`src/rtl/cdb_arbiter.sv`:
```
// -----------------------------------------------------------------------------
// cdb_arbiter
//   Shares the single common data bus (CDB) between NUM_UNITS functional units.
//   A round-robin search starting at rr_ptr picks one requester per cycle and
//   returns a combinational one-hot grant. The winner's payload is registered
//   onto the CDB and is visible for exactly one cycle after the grant edge.
//
// Ports
//   clk            clock
//   n_rst          synchronous active-high reset (1 = reset)
//   i_flush        pipeline flush: suppresses grant, clears broadcast, rr_ptr->0
//   i_req          per-unit result-valid request
//   i_data         per-unit result data, unit k at [k*DATA_WIDTH +: DATA_WIDTH]
//   i_addr         per-unit redirect address
//   i_tag          per-unit ROB tag
//   i_redirect     per-unit mispredict/redirect flag
//   o_gnt          one-hot grant (combinational)
//   o_cdb_en       broadcast valid
//   o_cdb_data     broadcast data
//   o_cdb_addr     broadcast redirect address
//   o_cdb_tag      broadcast ROB tag
//   o_cdb_redirect broadcast redirect flag
// -----------------------------------------------------------------------------
module cdb_arbiter #(
    parameter int NUM_UNITS  = 4,
    parameter int DATA_WIDTH = 32,
    parameter int ADDR_WIDTH = 32,
    parameter int TAG_WIDTH  = 6
) (
    input  logic                            clk,
    input  logic                            n_rst,
    input  logic                            i_flush,
    input  logic [NUM_UNITS-1:0]            i_req,
    input  logic [NUM_UNITS*DATA_WIDTH-1:0] i_data,
    input  logic [NUM_UNITS*ADDR_WIDTH-1:0] i_addr,
    input  logic [NUM_UNITS*TAG_WIDTH-1:0]  i_tag,
    input  logic [NUM_UNITS-1:0]            i_redirect,
    output logic [NUM_UNITS-1:0]            o_gnt,
    output logic                            o_cdb_en,
    output logic [DATA_WIDTH-1:0]           o_cdb_data,
    output logic [ADDR_WIDTH-1:0]           o_cdb_addr,
    output logic [TAG_WIDTH-1:0]            o_cdb_tag,
    output logic                            o_cdb_redirect
);

    localparam int                   PTR_W    = (NUM_UNITS > 1) ? $clog2(NUM_UNITS) : 1;
    localparam logic [PTR_W-1:0]     LAST_IDX = PTR_W'(NUM_UNITS - 1);
    localparam logic [NUM_UNITS-1:0] GNT_LSB  = NUM_UNITS'(1);

    // Round-robin pick: returns {found, index} of the first set request
    // found when scanning upwards from ptr with wrap-around.
    function automatic logic [PTR_W:0] rr_pick(input logic [NUM_UNITS-1:0] req,
                                               input logic [PTR_W-1:0]     ptr);
        logic [PTR_W:0]   res;
        logic [PTR_W-1:0] idx_w;
        int               idx;
        res = '0;
        for (int i = 0; i < NUM_UNITS; i++) begin
            idx   = (int'(ptr) + i) % NUM_UNITS;
            idx_w = idx[PTR_W-1:0];
            res   = (req[idx_w] && !res[PTR_W]) ? {1'b1, idx_w} : res;
        end
        return res;
    endfunction

    logic [PTR_W-1:0]      rr_ptr_q, rr_ptr_d;
    logic                  cdb_en_q, cdb_en_d;
    logic [DATA_WIDTH-1:0] cdb_data_q, cdb_data_d;
    logic [ADDR_WIDTH-1:0] cdb_addr_q, cdb_addr_d;
    logic [TAG_WIDTH-1:0]  cdb_tag_q, cdb_tag_d;
    logic                  cdb_redirect_q, cdb_redirect_d;

    logic [PTR_W:0]        pick_s;
    logic [PTR_W-1:0]      gnt_idx_s;
    logic                  gnt_vld_s;
    logic [NUM_UNITS-1:0]  gnt_s;
    logic [DATA_WIDTH-1:0] sel_data_s;
    logic [ADDR_WIDTH-1:0] sel_addr_s;
    logic [TAG_WIDTH-1:0]  sel_tag_s;
    logic                  sel_redirect_s;

    // Arbitration: reset and flush both mask the grant.
    always_comb begin
        pick_s    = rr_pick(i_req, rr_ptr_q);
        gnt_idx_s = pick_s[PTR_W-1:0];
        gnt_vld_s = pick_s[PTR_W] & ~i_flush & ~n_rst;
        if (gnt_vld_s) begin
            gnt_s = GNT_LSB << gnt_idx_s;
        end else begin
            gnt_s = '0;
        end
    end

    // Winner payload select as a one-hot AND-OR mux over the grant vector.
    always_comb begin
        sel_data_s     = '0;
        sel_addr_s     = '0;
        sel_tag_s      = '0;
        sel_redirect_s = 1'b0;
        for (int k = 0; k < NUM_UNITS; k++) begin
            sel_data_s     = sel_data_s | ({DATA_WIDTH{gnt_s[k]}} & i_data[k*DATA_WIDTH +: DATA_WIDTH]);
            sel_addr_s     = sel_addr_s | ({ADDR_WIDTH{gnt_s[k]}} & i_addr[k*ADDR_WIDTH +: ADDR_WIDTH]);
            sel_tag_s      = sel_tag_s  | ({TAG_WIDTH{gnt_s[k]}}  & i_tag[k*TAG_WIDTH +: TAG_WIDTH]);
            sel_redirect_s = sel_redirect_s | (gnt_s[k] & i_redirect[k]);
        end
    end

    // Next-state: pointer advance past the winner and broadcast capture.
    // Payload registers hold when idle so consumers see stable (don't-care) values.
    always_comb begin
        rr_ptr_d       = rr_ptr_q;
        cdb_en_d       = 1'b0;
        cdb_data_d     = cdb_data_q;
        cdb_addr_d     = cdb_addr_q;
        cdb_tag_d      = cdb_tag_q;
        cdb_redirect_d = cdb_redirect_q;
        if (i_flush) begin
            rr_ptr_d = '0;
        end else if (gnt_vld_s) begin
            rr_ptr_d       = (gnt_idx_s == LAST_IDX) ? '0 : gnt_idx_s + PTR_W'(1);
            cdb_en_d       = 1'b1;
            cdb_data_d     = sel_data_s;
            cdb_addr_d     = sel_addr_s;
            cdb_tag_d      = sel_tag_s;
            cdb_redirect_d = sel_redirect_s;
        end else begin
            rr_ptr_d = rr_ptr_q;
        end
    end

    // State registers with synchronous active-high reset.
    always_ff @(posedge clk) begin
        if (n_rst) begin
            rr_ptr_q       <= '0;
            cdb_en_q       <= 1'b0;
            cdb_data_q     <= '0;
            cdb_addr_q     <= '0;
            cdb_tag_q      <= '0;
            cdb_redirect_q <= 1'b0;
        end else begin
            rr_ptr_q       <= rr_ptr_d;
            cdb_en_q       <= cdb_en_d;
            cdb_data_q     <= cdb_data_d;
            cdb_addr_q     <= cdb_addr_d;
            cdb_tag_q      <= cdb_tag_d;
            cdb_redirect_q <= cdb_redirect_d;
        end
    end

    assign o_gnt          = gnt_s;
    assign o_cdb_en       = cdb_en_q;
    assign o_cdb_data     = cdb_data_q;
    assign o_cdb_addr     = cdb_addr_q;
    assign o_cdb_tag      = cdb_tag_q;
    assign o_cdb_redirect = cdb_redirect_q;

endmodule
```
`config.mk`:
```
export PLATFORM = sky130hd
export DESIGN_NAME = cdb_arbiter
export DESIGN_NICKNAME = d
export VERILOG_FILES = /design/src/rtl/cdb_arbiter.sv
export SDC_FILE = /design/constraint.sdc
export NUM_CORES = 1
export LEC_CHECK = 0
export CORE_AREA = 4 4 139 141
export DETAILED_ROUTE_END_ITERATION = 10
export DIE_AREA = 0 0 143 145
export SLEW_MARGIN = 20
export SYNTH_ARGS = -nofsm -noshare
export SYNTH_HDL_FRONTEND = slang
export SYNTH_SLANG_ARGS = --single-unit
```
`constraint.sdc`:
```
create_clock -name clk -period 2.6 [get_ports clk]
set_input_delay 0.52 -clock clk [delete_from_list [all_inputs] [get_ports clk]]
set_output_delay 0.52 -clock clk [all_outputs]
set_load 0.005 [all_outputs]
```
==> results of run 1 <==
[repair_timing]
action                                  CTS  global route
hold endpoints to repair                  0             0
pin swaps                                 7             2
endpoints found under the setup margin   74            54
gates resized for setup                  25            13
setup buffers                             3             0
[cell families (layout without fill, tap and decap cells)]
family	count (synthesis)	in the layout	share of synthesized area
buffers and inverters	66	424	0.0647
other	0	1	0
adder cells (fa/ha/maj)	4	4	0.0122
AND/OR/NAND/NOR	14	14	0.0250
AO/OA/AOI/OAI	293	293	0.534
flip-flops	74	74	0.361
multiplexers	1	1	0.00244
[worst reg2reg max path, stage by stage (launching register included)]
cell and delay (ps):
dfxtp_1 480, a21oi_2 100, o21a_1 220, o21a_1 210, buf_4 140, ha_2 170
buf_4 240, buf_12 240, a221oi_1 380, o21ai_0 120
[registers in the layout, summed over array words and instances (netlist names)]
signal          cells
o_cdb_tag           6
rr_ptr_q            2
o_cdb_en            1
o_cdb_addr         32
o_cdb_data         32
o_cdb_redirect      1
[cell usage in the layout (no fill, tap or decap), types with 2 or more instances in the layout]
cell type        count
a221oi_1            69
a221oi_2             2
a22o_1              71
and3_1               4
buf_12               9
buf_2                3
buf_4               23
buf_6                5
bufinv_16            2
clkbuf_16            9
clkbuf_2             2
clkdlybuf4s50_1    357
clkinv_2             2
dfxtp_1             74
dlygate4sd2_1        3
ha_2                 3
inv_1                4
nor2_1               2
nor3_1               2
o211ai_1            71
o21a_1               2
o21ai_0             58
o21ai_1             15
[routing by layer]
layer  GRT usage  share of wire
met1       0.216           0.35
met2       0.374           0.51
met3      0.0500          0.093
met4       0.109          0.047
met5           0              0
[worst max path at each step]
stage | from | endpoint | slack [ps] | cells past startpoint
3_3_place_gp | i_req[1] | o_gnt[1] | -590 | 8
2_1_floorplan | i_req[0] | o_gnt[3] | 50 | 7
3_5_place_dp | i_req[1] | o_cdb_tag[2] | -620 | 11
5_1_grt | i_req[0] | o_gnt[3] | -5 | 8
4_1_cts | i_req[0] | o_gnt[1] | 0.4 | 8
6_report | i_req[0] | o_gnt[0] | 40 | 8
[power breakdown]
group          leakage (nW)  switching (mW)  internal, mW
combinational          2.29           0.600         0.922
sequential            0.608          0.0605          1.25
clock                 0.156           0.486         0.863
total                  3.06            1.15          3.03
[area by class of cell]
type,instances,area (um^2)
antenna,1,2.50
fill,1713,9370
clock buffer,11,243
timing repair buffer,403,4040
multi-input combinational,312,2440
tap,229,287
inverter,5,18.8
clock inverter,5,77.6
sequential,74,1480
==> results.sh, run 1 <==
export IMPL_status="finished clean"
export IMPL_synth_ff_type="dfxtp_1"
export IMPL_peakVddDrop_mv=0.283
export IMPL_tns_ps=0
export IMPL_worst_path_buf_inv=4
export IMPL_ys_top_cells_by_area="dfxtp_1 36%, a221oi_1 15%, a22o_1 15%"
export IMPL_numPortBuffers=366
export IMPL_r2r_start="rr_ptr_q[1]"
export IMPL_path_class="in2out"
export IMPL_holdPathStages=2
export IMPL_cts_buffer_depth=2
export IMPL_syn_area_per_cell_um2=9.07
export IMPL_vias=5606
export IMPL_yosys_area_top_type="dfxtp_1"
export IMPL_io_pins=367
export IMPL_setup_viol=0
export IMPL_synth_cell_area_um2=4100
export IMPL_period_share=0.984
export IMPL_cellPowerDensity_nw_per_um2=486
export IMPL_power_leakage_nw=3.06
export IMPL_drc=0
export IMPL_rrSetupSlack_ps=200
export IMPL_netlist_top_cells_count="74 x dfxtp_1, 72 x a221oi_1, 71 x a22o_1, 71 x o211ai_1, 60 x o21ai_0"
export IMPL_async_flop_share=0
export IMPL_cts_hold_buf=0
export IMPL_fmax_ghz=0.391
export IMPL_hold_path_endpoint="o_cdb_data[24]"
export IMPL_skew_ps=4.41
export IMPL_start_kind="primary input"
export IMPL_antenna_found_initial=1
export IMPL_grt_usage=0.206
export IMPL_overflow=0
export IMPL_post_dp_hpwl_mm=17.5
export IMPL_routed_via_density=5.39
export IMPL_die_y_um=145
export IMPL_maxCapViolations=0
export IMPL_r2r_cells=9
export IMPL_gp_congestion=0.821
export IMPL_final_cells=1040
export IMPL_final_util=0.478
export IMPL_yosysMostFrequentCell="dfxtp_1"
export IMPL_arrival_ps=2040
export IMPL_yosys_warnings=0
export IMPL_clock_insertion_delay_worst_skew_ps=340
export IMPL_drt_iter0_markers=224
export IMPL_clock_sinks=74
export IMPL_wl_per_cell_um=21.8
export IMPL_ys_types=26
export IMPL_path_cells="dlygate4sd2_1 -> buf_6 -> buf_4 -> a221oi_4 -> nor2_2 -> ha_2 -> and3_1 -> clkdlybuf4s15_1"
export IMPL_synthCells=452
export IMPL_clk_pin_slew_ps=60
export IMPL_ant_nets=0
export IMPL_detailed_place_area_um2=8180
export IMPL_cts_made_buffers=9
export IMPL_maxSlewViolCount=0
export IMPL_hp_class="reg2reg"
export IMPL_cts_tree="done"
export IMPL_path_max_fanout=3
export IMPL_nets=1100
export IMPL_first_global_vias=6054
export IMPL_setup_slack_ps=42.0
export IMPL_slowest_stage="a221oi_4"
export IMPL_synth_seq_cells=74
export IMPL_maxSlewHeadroom=0.452
export IMPL_place_inst=1020
export IMPL_r2r_end="o_cdb_addr[29]"
export IMPL_finalHoldViolCount=0
export IMPL_synth_nets=747
export IMPL_netlist_area_leader_share=0.361
export IMPL_clockRootBuffer="clkbuf_16"
export IMPL_dp_slack_ps=-620
export IMPL_core_um2=18000
export IMPL_hold_ws_ps=485
export IMPL_grt_max_degree=73
export IMPL_wl_mm=22.6
export IMPL_drt_first_pass_iters=4
export IMPL_cpLargestDelayFamily="buffers and inverters"
export IMPL_fin_crit_ps=2560
export IMPL_worst_pin_slew_ps=822
export IMPL_row_count=49
export IMPL_slowest_delay_ps=330
export IMPL_min_from="o_cdb_data[24]"
export IMPL_die_w_um=143
export IMPL_grt_pass1_wl_mm=33.4
export IMPL_critPathRequiredTime_ps=2080
export IMPL_synth_edf_count=0
export IMPL_start_util=0.228
export IMPL_stdcell_area_um2=8590
export IMPL_area_growth_pct=109
export IMPL_cts_htree_levels=3
export IMPL_seq_area_frac_synth=0.361
export IMPL_drive_above_1_share=0.0914
export IMPL_dieArea_um2=20700
export IMPL_total_power_mw=4.18
export IMPL_cp_end_kind="output pin"
Note: power is estimated with default switching activity, not from simulation.
==> run 2: changes to the inputs <==
Settings changed: SETUP_SLACK_MARGIN from default to 0.4.
==> run 2 against run 1 <==
- sequential share of layout area fell by 1.2 points
- global-route usage fell by 1.2 points
- register-to-register slack improved by 230 ps
- critical path type is now reg2out
- critical endpoint is now o_gnt[3]
==> results.sh, run 2 (synthesized netlist as in run 1, its figures left out) <==
export IMPL_setup_slack_ps=318
export IMPL_wl_mm=22.2
export IMPL_dp_slack_ps=-639
export IMPL_switchingPower_mw=1.22
export IMPL_post_dp_hpwl_mm=16.8
export IMPL_row_count=49
export IMPL_p_clk_frac=0.285
export IMPL_cts_htree_levels=3
export IMPL_cts_tree="done"
export IMPL_clockRootBuffer="clkbuf_16"
export IMPL_hp_class="reg2reg"
export IMPL_arrival_ps=1760
export IMPL_holdPathStages=2
export IMPL_maxSlewViolCount=0
export IMPL_drt_first_pass_iters=4
export IMPL_n_fill_cell=1647
export IMPL_final_cell_mix="357 x clkdlybuf4s50_1, 72 x dfxtp_1, 71 x a22o_1, 71 x o211ai_1, 57 x a221oi_2"
export IMPL_worst_pin_slew_ps=797
export IMPL_clock_insertion_delay_worst_skew_ps=330
export IMPL_status="finished clean"
export IMPL_ant_nets=0
export IMPL_clock_sinks=74
export IMPL_clk_pin_slew_ps=50
export IMPL_core_um2=18000
export IMPL_grt_max_degree=73
export IMPL_path_class="reg2out"
export IMPL_power_leakage_nw=3.26
export IMPL_maxSlewHeadroom=0.469
export IMPL_combPwrFrac=0.416
export IMPL_period_share=0.878
export IMPL_p_seq_frac=0.300
export IMPL_fmax_ghz=0.438
export IMPL_drive_above_1_share=0.185
export IMPL_tns_ps=0
export IMPL_multiInputGateArea_um2=2880
export IMPL_grt_pass1_wl_mm=32.2
export IMPL_intPower_mw=3.14
export IMPL_io_pins=367
export IMPL_area_growth_pct=126
export IMPL_setup_viol=0
export IMPL_final_cells=1051
export IMPL_cp_startpoint="rr_ptr_q[1]"
export IMPL_drt_iter0_markers=209
export IMPL_routed_via_density=5.32
export IMPL_grt_setup_unrepaired="yes"
export IMPL_peakVddDrop_mv=0.297
export IMPL_skew_ps=2.03
export IMPL_swShare=0.280
export IMPL_finalHoldViolCount=0
export IMPL_place_inst=1019
export IMPL_first_global_vias=6017
export IMPL_nets=1111
export IMPL_final_util=0.516
export IMPL_total_power_mw=4.37
export IMPL_r2r_cells=11
export IMPL_min_from="o_cdb_tag[3]"
export IMPL_cts_made_buffers=9
export IMPL_start_kind="flip-flop"
export IMPL_path_max_fanout=3
export IMPL_seq_area_um2=1490
export IMPL_cts_buffer_depth=2
export IMPL_gp_congestion=0.837
export IMPL_overflow=0
export IMPL_die_y_um=145
export IMPL_critPathRequiredTime_ps=2080
export IMPL_grt_usage=0.194
export IMPL_maxCapViolations=0
export IMPL_die_w_um=143
export IMPL_numPortBuffers=366
export IMPL_r2r_start="rr_ptr_q[1]"
export IMPL_final_common_cell="clkdlybuf4s50_1"
export IMPL_drc=0
export IMPL_vias=5591
export IMPL_fin_crit_ps=2280
export IMPL_wl_per_cell_um=21.2
export IMPL_cellPowerDensity_nw_per_um2=471
export IMPL_cp_end_kind="output pin"
export IMPL_start_util=0.228
export IMPL_antenna_found_initial=1
export IMPL_dieArea_um2=20700
run 2: worst paths after layout:
path                                       end  slack [ps]
worst min register to register    o_cdb_tag[3]         470
worst min-delay path              o_cdb_tag[3]         470
worst max register to register  o_cdb_addr[24]         430
worst max-delay path                  o_gnt[3]         320
run 2: repair_timing:
action / in CTS / in global routing
setup endpoints to repair: 75 / 75
cloned: 1 / 3
hold buffers: 0 / 0
buffers inserted: 8 / 3
resized for setup: 95 / 83
pin swaps: 19 / 24
run 2: layout make-up:
type,count,share of cell area
diodes,1,0.000270
clock buffers,14,0.0285
clock inverters,2,0.00378
inverters,5,0.00202
multi-input cells,312,0.310
flip-flops and latches,74,0.160
well taps,229,0.0309
repair buffers,414,0.464
run 2: power groups by stage:
stage / registers (mW) / logic [mW] / clock network, mW
final: 1.31 / 1.82 / 1.24
after global routing: 1.32 / 1.92 / 1.33
after CTS: 1.31 / 1.61 / 1.28
after detailed placement: 1.33 / 1.48 / 0
after global placement: 1.32 / 1.46 / 0
after floorplan: 1.34 / 0.566 / 0
run 2: metal layers:
metal  GRT usage  up-vias  part of all wire
met5           0        -                 0
met4      0.0775        0             0.033
met3      0.0497       47             0.077
met2       0.357      271              0.52
met1       0.209     2634              0.37
li1            -     2639                 -
run 2: critical path, cell delays in order (launching register included):
cell and delay (ps):
dfxtp_2 360, a21oi_1 80, o21a_1 210, o21a_1 220, buf_4 160, ha_4 150
and3_4 140, buf_6 110
run 2: per-stage QoR:
step / hold WS [ps] / instance area, um^2
3_5_place_dp: 471 / 8170
6_report: 475 / 9270
3_3_place_gp: 474 / 8170
5_1_grt: 491 / 9270
2_1_floorplan: 478 / 4230
4_1_cts: 477 / 8790
==> run 3: changes to the inputs <==
Settings changed: CELL_PAD_IN_SITES_DETAIL_PLACEMENT from default to 1, CELL_PAD_IN_SITES_GLOBAL_PLACEMENT from default to 2, CORE_AREA 4 4 139 141 to default, CORE_MARGIN from default to 4, CORE_UTILIZATION from default to 14, DIE_AREA 0 0 143 145 to default, PLACE_DENSITY_LB_ADDON from default to 0.1.
==> run 3 against run 2 <==
- die area up 55%
- worst hold slack improved by 7.5 ps
- first-iteration DRC count decreased by 12%
- clock power shrank 5%
- critical path type is now in2out
- total power is 1.6% lower
- final area is 1.1% higher
- sequential power about the same
- critical endpoint is now o_gnt[2]
- fmax barely moved
- clock skew increased by 3.4 ps
- routed wire length increased by 25%
==> results.sh, run 3 (synthesized netlist as in run 1, its figures left out) <==
export IMPL_intPower_mw=2.95
export IMPL_final_cell_mix="357 x clkdlybuf4s50_1, 72 x dfxtp_1, 71 x a22o_1, 71 x o211ai_1, 54 x a221oi_2"
export IMPL_holdPathStages=2
export IMPL_status="finished clean"
export IMPL_setup_viol=0
export IMPL_path_class="in2out"
export IMPL_swShare=0.313
export IMPL_grt_max_degree=73
export IMPL_r2r_start="rr_ptr_q[0]"
export IMPL_worst_pin_slew_ps=887
export IMPL_first_global_vias=6282
export IMPL_start_kind="primary input"
export IMPL_fmax_ghz=0.438
export IMPL_cts_tree="done"
export IMPL_r2r_end="o_cdb_addr[7]"
export IMPL_gp_congestion=0.723
export IMPL_vias=5641
export IMPL_switchingPower_mw=1.34
export IMPL_cp_end_kind="output pin"
export IMPL_area_growth_pct=128
export IMPL_antennaDiodeCount=0
export IMPL_drc=0
export IMPL_io_pins=367
export IMPL_p_seq_frac=0.305
export IMPL_final_util=0.325
export IMPL_dieArea_um2=32100
export IMPL_maxCapViolations=0
export IMPL_clock_sinks=74
export IMPL_hold_ws_ps=482
export IMPL_maxSlewViolCount=0
export IMPL_cellPowerDensity_nw_per_um2=459
export IMPL_p_clk_frac=0.274
export IMPL_critPathRequiredTime_ps=2080
export IMPL_overflow=0
export IMPL_r2r_cells=10
export IMPL_maxSlewHeadroom=0.409
export IMPL_total_power_mw=4.30
export IMPL_antenna_found_initial=1
export IMPL_hp_class="reg2reg"
export IMPL_power_leakage_nw=3.22
export IMPL_rrSetupSlack_ps=410
export IMPL_min_from="o_cdb_data[0]"
export IMPL_grt_setup_unrepaired="yes"
export IMPL_clock_insertion_delay_worst_skew_ps=340
export IMPL_routed_via_density=4.70
export IMPL_final_common_cell="clkdlybuf4s50_1"
export IMPL_grt_pass1_wl_mm=37.1
export IMPL_clk_pin_slew_ps=60
export IMPL_cts_buffer_depth=2
export IMPL_start_util=0.143
export IMPL_finalHoldViolCount=0
export IMPL_die_w_um=179
export IMPL_period_share=0.878
export IMPL_die_y_um=179
export IMPL_drt_iter0_markers=184
export IMPL_path_max_fanout=5
export IMPL_combPwrFrac=0.421
export IMPL_clockRootBuffer="clkbuf_16"
export IMPL_cts_made_buffers=9
export IMPL_peakVddDrop_mv=0.369
export IMPL_wl_per_cell_um=23.2
export IMPL_drt_first_pass_iters=4
export IMPL_arrival_ps=1760
export IMPL_wl_mm=27.9
export IMPL_post_dp_hpwl_mm=18.5
export IMPL_ant_nets=0
export IMPL_nets=1106
export IMPL_row_count=62
export IMPL_core_um2=28800
export IMPL_fin_crit_ps=2280
export IMPL_grt_usage=0.149
export IMPL_hold_path_endpoint="o_cdb_data[0]"
export IMPL_numPortBuffers=366
export IMPL_cts_htree_levels=3
export IMPL_skew_ps=5.44
export IMPL_drive_above_1_share=0.180
==> run 3: cell count changes in the layout (fill, tap and decap cells not counted), sizes merged <==
cell | previous run | this run
buf | 54 | 46
bufinv | 1 | 0
clkbuf | 17 | 15
clkinv | 1 | 4
clkinvlp | 0 | 3
diode | 1 | 0
==> run 3: per-layer routing <==
metal,GRT usage,vias up,share of wire
li1,-,2624,-
met5,0,-,0.00043
met2,0.278,232,0.50
met4,0.0324,2,0.017
met3,0.0500,20,0.085
met1,0.165,2763,0.39
==> run 3: worst max-delay path, stage by stage <==
cell      delay, ps
buf_6           100
buf_6           120
a221oi_4        320
nor2_1           80
buf_4           160
ha_4            190
and3_4          150
buf_6           110
==> run 3: how the worst max path moves through the flow <==
| stage | start | end | slack (ps) | depth (start not counted) |
|---|---|---|---|---|
| after floorplan | i_req[0] | o_gnt[0] | 410 | 7 |
| after global placement | i_req[1] | o_cdb_data[7] | -640 | 11 |
| after detailed placement | i_req[1] | o_cdb_addr[15] | -800 | 8 |
| after CTS | rr_ptr_q[0] | o_gnt[1] | 320 | 7 |
| after global routing | rr_ptr_q[0] | o_gnt[0] | 260 | 7 |
| final | i_req[0] | o_gnt[2] | 320 | 8 |
==> run 3: repair_timing <==
action	4_1_cts	5_1_grt
setup buffers	4	4
setup endpoints to repair	75	75
hold buffers	0	0
pin swaps	4	7
gates resized for setup	102	43
cloned	0	9
==> run 3: metrics by stage <==
stage,worst slack (ps),cells,setup TNS (ps),instance area [um^2]
after CTS,318,1187,0,8950
final,318,1200,0,9370
after global placement,-645,1167,-43060,8360
after detailed placement,-796,1167,-53180,8360
after global routing,261,1200,0,9370
after floorplan,413,452,0,4230
==> run 3: area by class of cell <==
cell class,instances,area (um^2)
clock buffer,9,225
clock inverter,7,46.3
fill,3218,19400
inverter,5,21.3
multi-input combinational,312,2820
sequential,74,1490
tap,384,480
timing repair buffer,409,4280
==> run 3: power by group through the flow <==
| stage | sequential [mW] | clock, mW | combinational [mW] |
|---|---|---|---|
| 3_3_place_gp | 1.33 | 0 | 1.49 |
| 4_1_cts | 1.31 | 1.25 | 1.64 |
| 2_1_floorplan | 1.34 | 0 | 0.566 |
| 3_5_place_dp | 1.33 | 0 | 1.52 |
| 6_report | 1.31 | 1.18 | 1.81 |
| 5_1_grt | 1.32 | 1.29 | 1.94 |
==> RTL edit (config.mk and constraints of run 3) <==
Reset style: asynchronous (`n_rst`), changed in one clocked block. Comments in the files are not updated.
--- a/src/rtl/cdb_arbiter.sv
+++ b/src/rtl/cdb_arbiter.sv
@@ -131,3 +131,3 @@
     // State registers with synchronous active-high reset.
-    always_ff @(posedge clk) begin
+    always_ff @(posedge clk or posedge n_rst) begin
         if (n_rst) begin
Behaviour: differs if n_rst is asserted again (counterexample within 4 cycles, from zero or initial values and one cycle with n_rst high); with n_rst held inactive, the same outputs for 4 cycles.
==> RTL edit against run 3 <==
Clock power increased by 15%; synthesized area decreased by 1.7%; sequential cell count unchanged; final cell count decreased by 6.9%; die area decreased by 1.6%; cell area decreased by 6.9%; wire length decreased by 11%; first-iteration DRC count increased by 120%; hold slack improved by 0.028 ns; register-to-register slack got worse by 0.19 ns; worst setup slack got worse by 0.10 ns; critical path depth decreased by 1; total power increased by 21%; critical path type is now reg -> out.
==> RTL edit: results (changes against run 3) <==
| Metric | Value |
|---|---|
| Crit path arrival time | 1.86 ns (+0.10 ns) |
| CP max stage delay | 0.40 ns (+0.08 ns) |
| Clk buf depth | 2 (unchanged) |
| Vias in the first global route | 5628 (-10%) |
| Final HPWL DP | 18.40 mm (-0.68%) |
| Met2 Resource Use GR | 0.2774 (-0.0003188) |
| Syn Nets | 663 (-11%) |
| WL met1 | 9.354 mm (-15%) |
| Sequential cell area fraction in the yosys report | 0.4593 (+0.09815) |
| Port buffer count | 366 (unchanged) |
| Met2 WL | 13.16 mm (-6.3%) |
| Largest net degree at the start of global routing | 73 (unchanged) |
| GP Congestion | 0.7310 (+1.1%) |
| Final WL | 24.86 mm (-11%) |
| Synth area leaders | dfrtp_1, a221o_1, a222oi_1 |
| DR pass1 iterations | 7 (+3) |
| Number of antenna diodes | 0 (unchanged) |
| Hold WC Path Type | reg -> reg |
| Fin nets | 1028 (-7.1%) |
| CP delay by family, top | compound AO/OA/AOI/OAI gates |
| Leakage | 0.003350 uW (+4.0%) |
| Hold Path Stages | 1 (-1) |
| Clock-pin slew on the worst setup and hold paths | approximately 0.070 ns |
| Slew @ Worst Pin | 0.4825 ns (-0.4041 ns) |
| YS warnings | 0 (unchanged) |
| Top FF cell, synth | dfrtp_1 |
| Grt total ovfl | 0 (unchanged) |
| First-pass GRT wire length | 35.70 mm (-3.7%) |
| Worst skew pair latency | 0.34 ns (about the same) |
| Synth top cells by count | nor2_1, dfrtp_1, a221o_1, a222oi_1, clkbuf_1 |
| Design area | 8725 sq um (-6.9%) |
| Worst Clk Skew | 0.008553 ns (+0.003112 ns) |
| Met1 Usage GRT | 0.1642 (-0.0003513) |
| Share of layout cells above drive strength 1 | 0.1015 (-0.07866) |
| Met3 routed WL | 1.975 mm (-16%) |
| CP Max Fanout | 4 (-1) |
| Met3 Use GR | 0.04005 (-0.009928) |
| CP max stage cell | dfrtp_2 |
| Global-route usage over all layers | 0.1481 (-0.001301) |
| Htree depth | 3 (unchanged) |
| CTS buffer count | 9 (unchanged) |
| Status | completed |
| Top routing layer in use | met4 |
| Ys async rst share | 1.000 (+1.000) |
| Via Count | 5108 (-9.4%) |
| VDD IR-drop max | 0.0003310 V (-10%) |
| DP Area | 8162 sq um (-2.3%) |
| Initial antenna violation count | 0 (-1) |
| Starting DRT DRC Count | 396 (+120%) |
| CTS root buf | clkbuf_16 |
| R2R depth | 10 (unchanged) |
| Synth cell types | 26 (unchanged) |
==> RTL edit: timing repair <==
item	4_1_cts	5_1_grt
pin swaps	20	42
hold buffers	0	0
setup endpoints to repair	75	75
cloned	1	2
resized for setup	50	5
buffers inserted	6	0
==> RTL edit: cell type report <==
class | count | area (sq um)
Fill cell | 3168 | 19360
Timing Repair Buffer | 402 | 4079
Multi-Input combinational cell | 241 | 1979
Sequential cell | 74 | 1853
Tap cell | 378 | 473.0
Clock buffer | 11 | 252.7
Clock inverter | 5 | 61.31
Inverter | 6 | 26.28
==> RTL edit: cells by family (layout without fill, tap and decap cells) <==
family	after synthesis	count (layout)	synth area share
compound gates	151	151	0.3681
flops	74	74	0.4593
simple gates	87	87	0.08970
fa+ha+maj	3	3	0.009312
buf+inv	54	424	0.07356
==> RTL edit: path summary, 6_finish.rpt <==
check | startpoint | end | slack (ns)
worst max-delay path | rr_ptr_q[0] | o_gnt[0] | 0.22
worst min-delay path | o_cdb_data[25] | o_cdb_data[25] | 0.51
worst max register to register | rr_ptr_q[0] | o_cdb_data[5] | 0.22
worst min register to register | o_cdb_data[25] | o_cdb_data[25] | 0.51
max in group asynchronous | n_rst | o_cdb_data[22] | 1.31
min in group asynchronous | n_rst | rr_ptr_q[0] | 0.58
==> RTL edit: stage by stage <==
stage / worst slack (ns) / std cells / hold WS, ns
finish: 0.2158 / 1117 / 0.5103
detailed placement: -0.5900 / 1092 / 0.4969
CTS: 0.1937 / 1115 / 0.5157
global placement: -0.5252 / 1092 / 0.4932
global route: 0.1071 / 1117 / 0.5295
floorplan: 0.3094 / 369 / 0.5051
==> RTL edit: report_power, final <==
group	leakage, uW	switching [uW]	internal (uW)	total (uW)
Clock	0.000144	559	801	1360
Combinational	0.00228	847	1420	2270
Sequential	0.000927	163	1430	1590
